**src/rtl/mux_arb_pkg.sv**
```systemverilog
// rtl/mux_arb_pkg.sv - shared types and defaults for the two-requester mux arbiter
package mux_arb_pkg;

    // Requester identity, used for the winner, the last grant and the output source tag.
    typedef enum logic {
        SRC_A = 1'b0,
        SRC_B = 1'b1
    } src_e;

    localparam int DATA_W_DEF    = 8;
    localparam int MAX_BURST_DEF = 4;

    // Width of the burst counter: must hold 0..max_burst inclusive.
    function automatic int burst_cnt_w(input int max_burst);
        return (max_burst < 1) ? 1 : $clog2(max_burst + 1);
    endfunction

endpackage

```
**src/rtl/mux_2x1.sv**
```systemverilog
// rtl/mux_2x1.sv - 8-bit two-input data mux steered by a requester select
module mux_2x1 (
    input  logic [7:0] a_i,
    input  logic [7:0] b_i,
    input  logic       sel_i,
    output logic [7:0] y_o
);

    // sel_i = 0 passes a_i, sel_i = 1 passes b_i.
    assign y_o = sel_i ? b_i : a_i;

endmodule

```
**src/rtl/mux_2x1_arb.sv**
```systemverilog
// rtl/mux_2x1_arb.sv - burst-limited round-robin arbiter sharing one mux_2x1 datapath
module mux_2x1_arb
    import mux_arb_pkg::*;
#(
    // The shared mux_2x1 is 8 bits wide, so DATA_W stays at 8 in this revision.
    parameter int DATA_W    = DATA_W_DEF,
    parameter int MAX_BURST = MAX_BURST_DEF
) (
    input  logic              clk_i,
    input  logic              rst_n_i,
    input  logic              a_valid_i,
    input  logic [DATA_W-1:0] a_data_i,
    output logic              a_ready_o,
    input  logic              b_valid_i,
    input  logic [DATA_W-1:0] b_data_i,
    output logic              b_ready_o,
    output logic              y_valid_o,
    output logic [DATA_W-1:0] y_data_o,
    output src_e              y_src_o,
    input  logic              y_ready_i
);

    localparam int                CNT_W   = burst_cnt_w(MAX_BURST);
    localparam logic [CNT_W-1:0]  MAX_CNT = CNT_W'(MAX_BURST);

    logic              r_y_valid;
    logic [DATA_W-1:0] r_y_data;
    src_e              r_y_src;
    src_e              r_last_gnt;
    logic [CNT_W-1:0]  r_burst_cnt;

    logic              w_can_accept;
    logic              w_win_vld;
    src_e              w_winner;
    logic              w_a_ready;
    logic              w_b_ready;
    logic              w_xfer;
    logic [DATA_W-1:0] w_mux_y;

    // A new beat may load when the register is empty or is draining this cycle.
    assign w_can_accept = !r_y_valid || y_ready_i;

    // Pick the winner: a lone requester always wins; under contention the last
    // grantee keeps the bus until it has used up its burst allowance.
    always_comb begin
        w_winner  = SRC_A;
        w_win_vld = 1'b0;
        unique case ({a_valid_i, b_valid_i})
            2'b10: begin
                w_winner  = SRC_A;
                w_win_vld = 1'b1;
            end
            2'b01: begin
                w_winner  = SRC_B;
                w_win_vld = 1'b1;
            end
            2'b11: begin
                w_winner  = (r_burst_cnt < MAX_CNT) ? r_last_gnt : src_e'(~r_last_gnt);
                w_win_vld = 1'b1;
            end
            default: begin
                w_winner  = SRC_A;
                w_win_vld = 1'b0;
            end
        endcase
    end

    // Readies depend only on valids, burst state and the output handshake, never on data.
    assign w_a_ready = w_can_accept && a_valid_i && w_win_vld && (w_winner == SRC_A);
    assign w_b_ready = w_can_accept && b_valid_i && w_win_vld && (w_winner == SRC_B);
    assign w_xfer    = w_a_ready || w_b_ready;

    mux_2x1 u_mux (
        .a_i   (a_data_i),
        .b_i   (b_data_i),
        .sel_i (w_winner),
        .y_o   (w_mux_y)
    );

    // Output register, last grant and burst counter; reset discards any held beat.
    always_ff @(posedge clk_i or negedge rst_n_i) begin
        if (!rst_n_i) begin
            r_y_valid   <= 1'b0;
            r_y_data    <= '0;
            r_y_src     <= SRC_A;
            r_last_gnt  <= SRC_A;
            r_burst_cnt <= '0;
        end else begin
            if (w_xfer) begin
                r_y_valid <= 1'b1;
                r_y_data  <= w_mux_y;
                r_y_src   <= w_winner;
                if (w_winner == r_last_gnt) begin
                    if (r_burst_cnt != MAX_CNT) begin
                        r_burst_cnt <= r_burst_cnt + CNT_W'(1);
                    end
                end else begin
                    r_burst_cnt <= CNT_W'(1);
                    r_last_gnt  <= w_winner;
                end
            end else if (y_ready_i && r_y_valid) begin
                r_y_valid <= 1'b0;
            end
        end
    end

    assign a_ready_o = w_a_ready;
    assign b_ready_o = w_b_ready;
    assign y_valid_o = r_y_valid;
    assign y_data_o  = r_y_data;
    assign y_src_o   = r_y_src;

endmodule

```
**config.mk**
```make
export PLATFORM = sky130hd
export DESIGN_NAME = mux_2x1_arb
export DESIGN_NICKNAME = d
export VERILOG_FILES = /design/src/rtl/mux_arb_pkg.sv /design/src/rtl/mux_2x1.sv /design/src/rtl/mux_2x1_arb.sv
export SDC_FILE = /design/constraint.sdc
export NUM_CORES = 1
export LEC_CHECK = 0
export ABC_AREA = 1
export CAP_MARGIN = 20
export CORE_UTILIZATION = 47
export CTS_BUF_LIST = sky130_fd_sc_hd__clkbuf_8
export CTS_CLUSTER_DIAMETER = 50
export DETAILED_ROUTE_END_ITERATION = 8
export GPL_ROUTABILITY_DRIVEN = 0
export PLACE_DENSITY = 0.86
export REMOVE_ABC_BUFFERS = 1
export SLEW_MARGIN = 20
export SYNTH_ARGS = -nofsm -noshare
export SYNTH_HDL_FRONTEND = slang
export SYNTH_SLANG_ARGS = --single-unit
```
**constraint.sdc**
```tcl
create_clock -name clk_i -period 3.1 [get_ports clk_i]
set_clock_uncertainty 0.05 [all_clocks]
set_input_delay 0.62 -clock clk_i [delete_from_list [all_inputs] [get_ports clk_i]]
set_output_delay 0.62 -clock clk_i [all_outputs]
set_load 0.005 [all_outputs]
```
==> run metrics <==
Psw 0.263 mW; Fill cells 106; share of cells above drive strength 1 13.9%; total iterations of the first detailed-routing run 5; via count 766; combinational power share 39.5%; WHS Path Cells 2; synth cell count leaders nand2_1, o21ai_1, dfrtp_1; setup violators final 0; fin. max-slew vios 0; CP max FO 4; Main synth FF type dfrtp_1; Non-Filler Instances 153; ys async rst share between 90% and 100%; Static Leak 0.591 nW; # resized after CTS 0; clock buffer count from CTS 3; critical path type in -> out; Final Hold Fails 0; post-layout util 76.3%; Mapped Avg Cell Area about 8.1 µm²; Seq pwr share approximately 38%; Reg clk slew, reported paths 60 ps; antenna violations before repair 0; row count 14; RSZ-0062 raised after global routing no; MaxCap Viol Count 0; largest net degree at the start of global routing 19; # hold bufs at CTS 0; Yosys top cell by area dfrtp_1; fmax 359 MHz; Critical Path Start Type input port; DRC violations left 0; Total Power ~0.77 mW; R2R depth 8; relative slew slack 59.8%; pre-CTS setup slack 319 ps; drt via density 5.01; area occupied by multi-input gates 377 µm²; global route overflow 0; Nets between 150 and 200; die width between 40 and 50 µm; core area between 1500 and 2000 µm²; wirelength, routed roughly 1700 µm; Yosys cell types 20; count leader, synth nand2_1; fin area 1200 µm²; root buf cell clkbuf_8; Peak VDD IR 541 µV; share of the yosys chip area belonging to registers 42.0%; CTS tree yes; die area 1950 µm²; H-tree levels 1; Worst-Margin Slew between 600 and 700 ps; outcome complete, no violations; Post-DRT Antenna Nets 0; Final period util 89.8%; Layout area overhead 44.2%; Sinks on Clock Net 14; setup ws final 318 ps; die height 44.1 µm; Yosys warning count 0; drt wl/cell 11.4 µm; Area contributors post-synth dfrtp_1, nand2_1, o21ai_1, inv_1, buf_6; Port-buffer cells 32; placed instance area roughly 1100 µm²; placed cell count between 100 and 150; Clock power frac 22.8%; cells after synthesis between 100 and 150; cell area power density between 600 and 700 nW/µm²; FF+latch area between 300 and 400 µm²; vias in the first global route around 730; Critical Path RT 2430 ps; cell area after synthesis 835 µm²; Post-synth EDFFs 0; final hold slack 441 ps; arrival time worst endpoint 2110 ps; first-pass GRT wire length 3090 µm; IO Pins 33; starting density of the core 52.9%; HPWL Detailed 1350 µm; Post-CTS Setup Bufs 0; setup_tns 0 ps; Yosys top cell area share 42.0%; GR Util All Layers 21.5%; Yosys reg bits 14; Hold Path Class reg -> reg; Iter 0 DRT Violations 10; CTS Buffer Depth 2; ANT cells 0; Int Pwr roughly 0.51 mW; fin crit period 2780 ps; Sw Share 34.2%; Critical Path Sink Type output port; clk_lat worst skew around 240 ps
-- per-layer routing --
metal / GRT usage (%) / wire length (µm) / up-vias / share of wire [%]
met5: 0 / 0 / - / 0
met4: 7.27 / 14 / 0 / 0.80
met3: 4.08 / 98 / 2 / 5.6
met2: 37.9 / 889 / 25 / 51
met1: 26.1 / 747 / 343 / 43
li1: - / - / 396 / -
-- power by group through the flow --
stage                     registers, mW  logic (mW)  clock network (mW)
after floorplan                   0.287       0.164                   0
after global placement            0.290       0.292                   0
after detailed placement          0.292       0.307                   0
after CTS                         0.291       0.311               0.177
after global routing              0.298       0.348               0.186
final                             0.291       0.305               0.176
-- area by class of cell --
type / instances / share of cell area (%)
inverter: 19 / 6.13
clock buffer: 4 / 4.57
timing repair buffer: 33 / 27.2
sequential: 14 / 29.1
tap: 16 / 1.66
multi-input combinational: 67 / 31.3
-- cell families after synthesis --
logic type                 share of synthesized area, %
AOI/OAI and AO/OA                                  17.5
xor gates and xnor gates                           1.05
and+or+nand+nor                                    23.5
buffers and inverters                              12.9
adders and majority gates                          3.00
DFF                                                42.0
-- worst paths after layout --
path,startpoint,to,slack [ps]
min,y_src_o$_DFFE_PN0P_,y_src_o$_DFFE_PN0P_,440
max reg2reg,r_burst_cnt[2]$_DFFE_PN0P_,y_data_o[5]$_DFFE_PN0P_,1620
max,a_valid_i,a_ready_o,320
min in group asynchronous,rst_n_i,y_data_o[4]$_DFFE_PN0P_,710
max in group asynchronous,rst_n_i,r_burst_cnt[0]$_DFFE_PN0P_,1910
min reg2reg,y_src_o$_DFFE_PN0P_,y_src_o$_DFFE_PN0P_,440
-- worst max-delay path, cell delays in order --
cell and delay [ps]:
clkdlybuf4s50_1 590, nand3_2 120, nand2_4 80, inv_2 40
nor3_2 130, clkdlybuf4s50_1 530
-- flip-flops by register name, summed over array words and instances (netlist names) --
name         count
y_src_o          1
r_last_gnt       1
r_burst_cnt      3
y_valid_o        1
y_data_o         8
-- cells in the final DEF (no fill, tap or decap) --
master and count:
nand2_1 32, clkdlybuf4s50_1 32, o21ai_1 16, dfrtp_1 14, inv_1 13, inv_2 5, clkbuf_8 4, o211ai_1 3
nand3_2 2, nand4_1 2, nand3_1 2, ha_1 2, inv_4 1, nand2_4 1, nor3_2 1, nor2_2 1
a2bb2oi_4 1, o211ai_2 1, nand2_2 1, a21oi_1 1, xor2_1 1, buf_4 1
No activity file was read; power rests on OpenSTA's default activity.
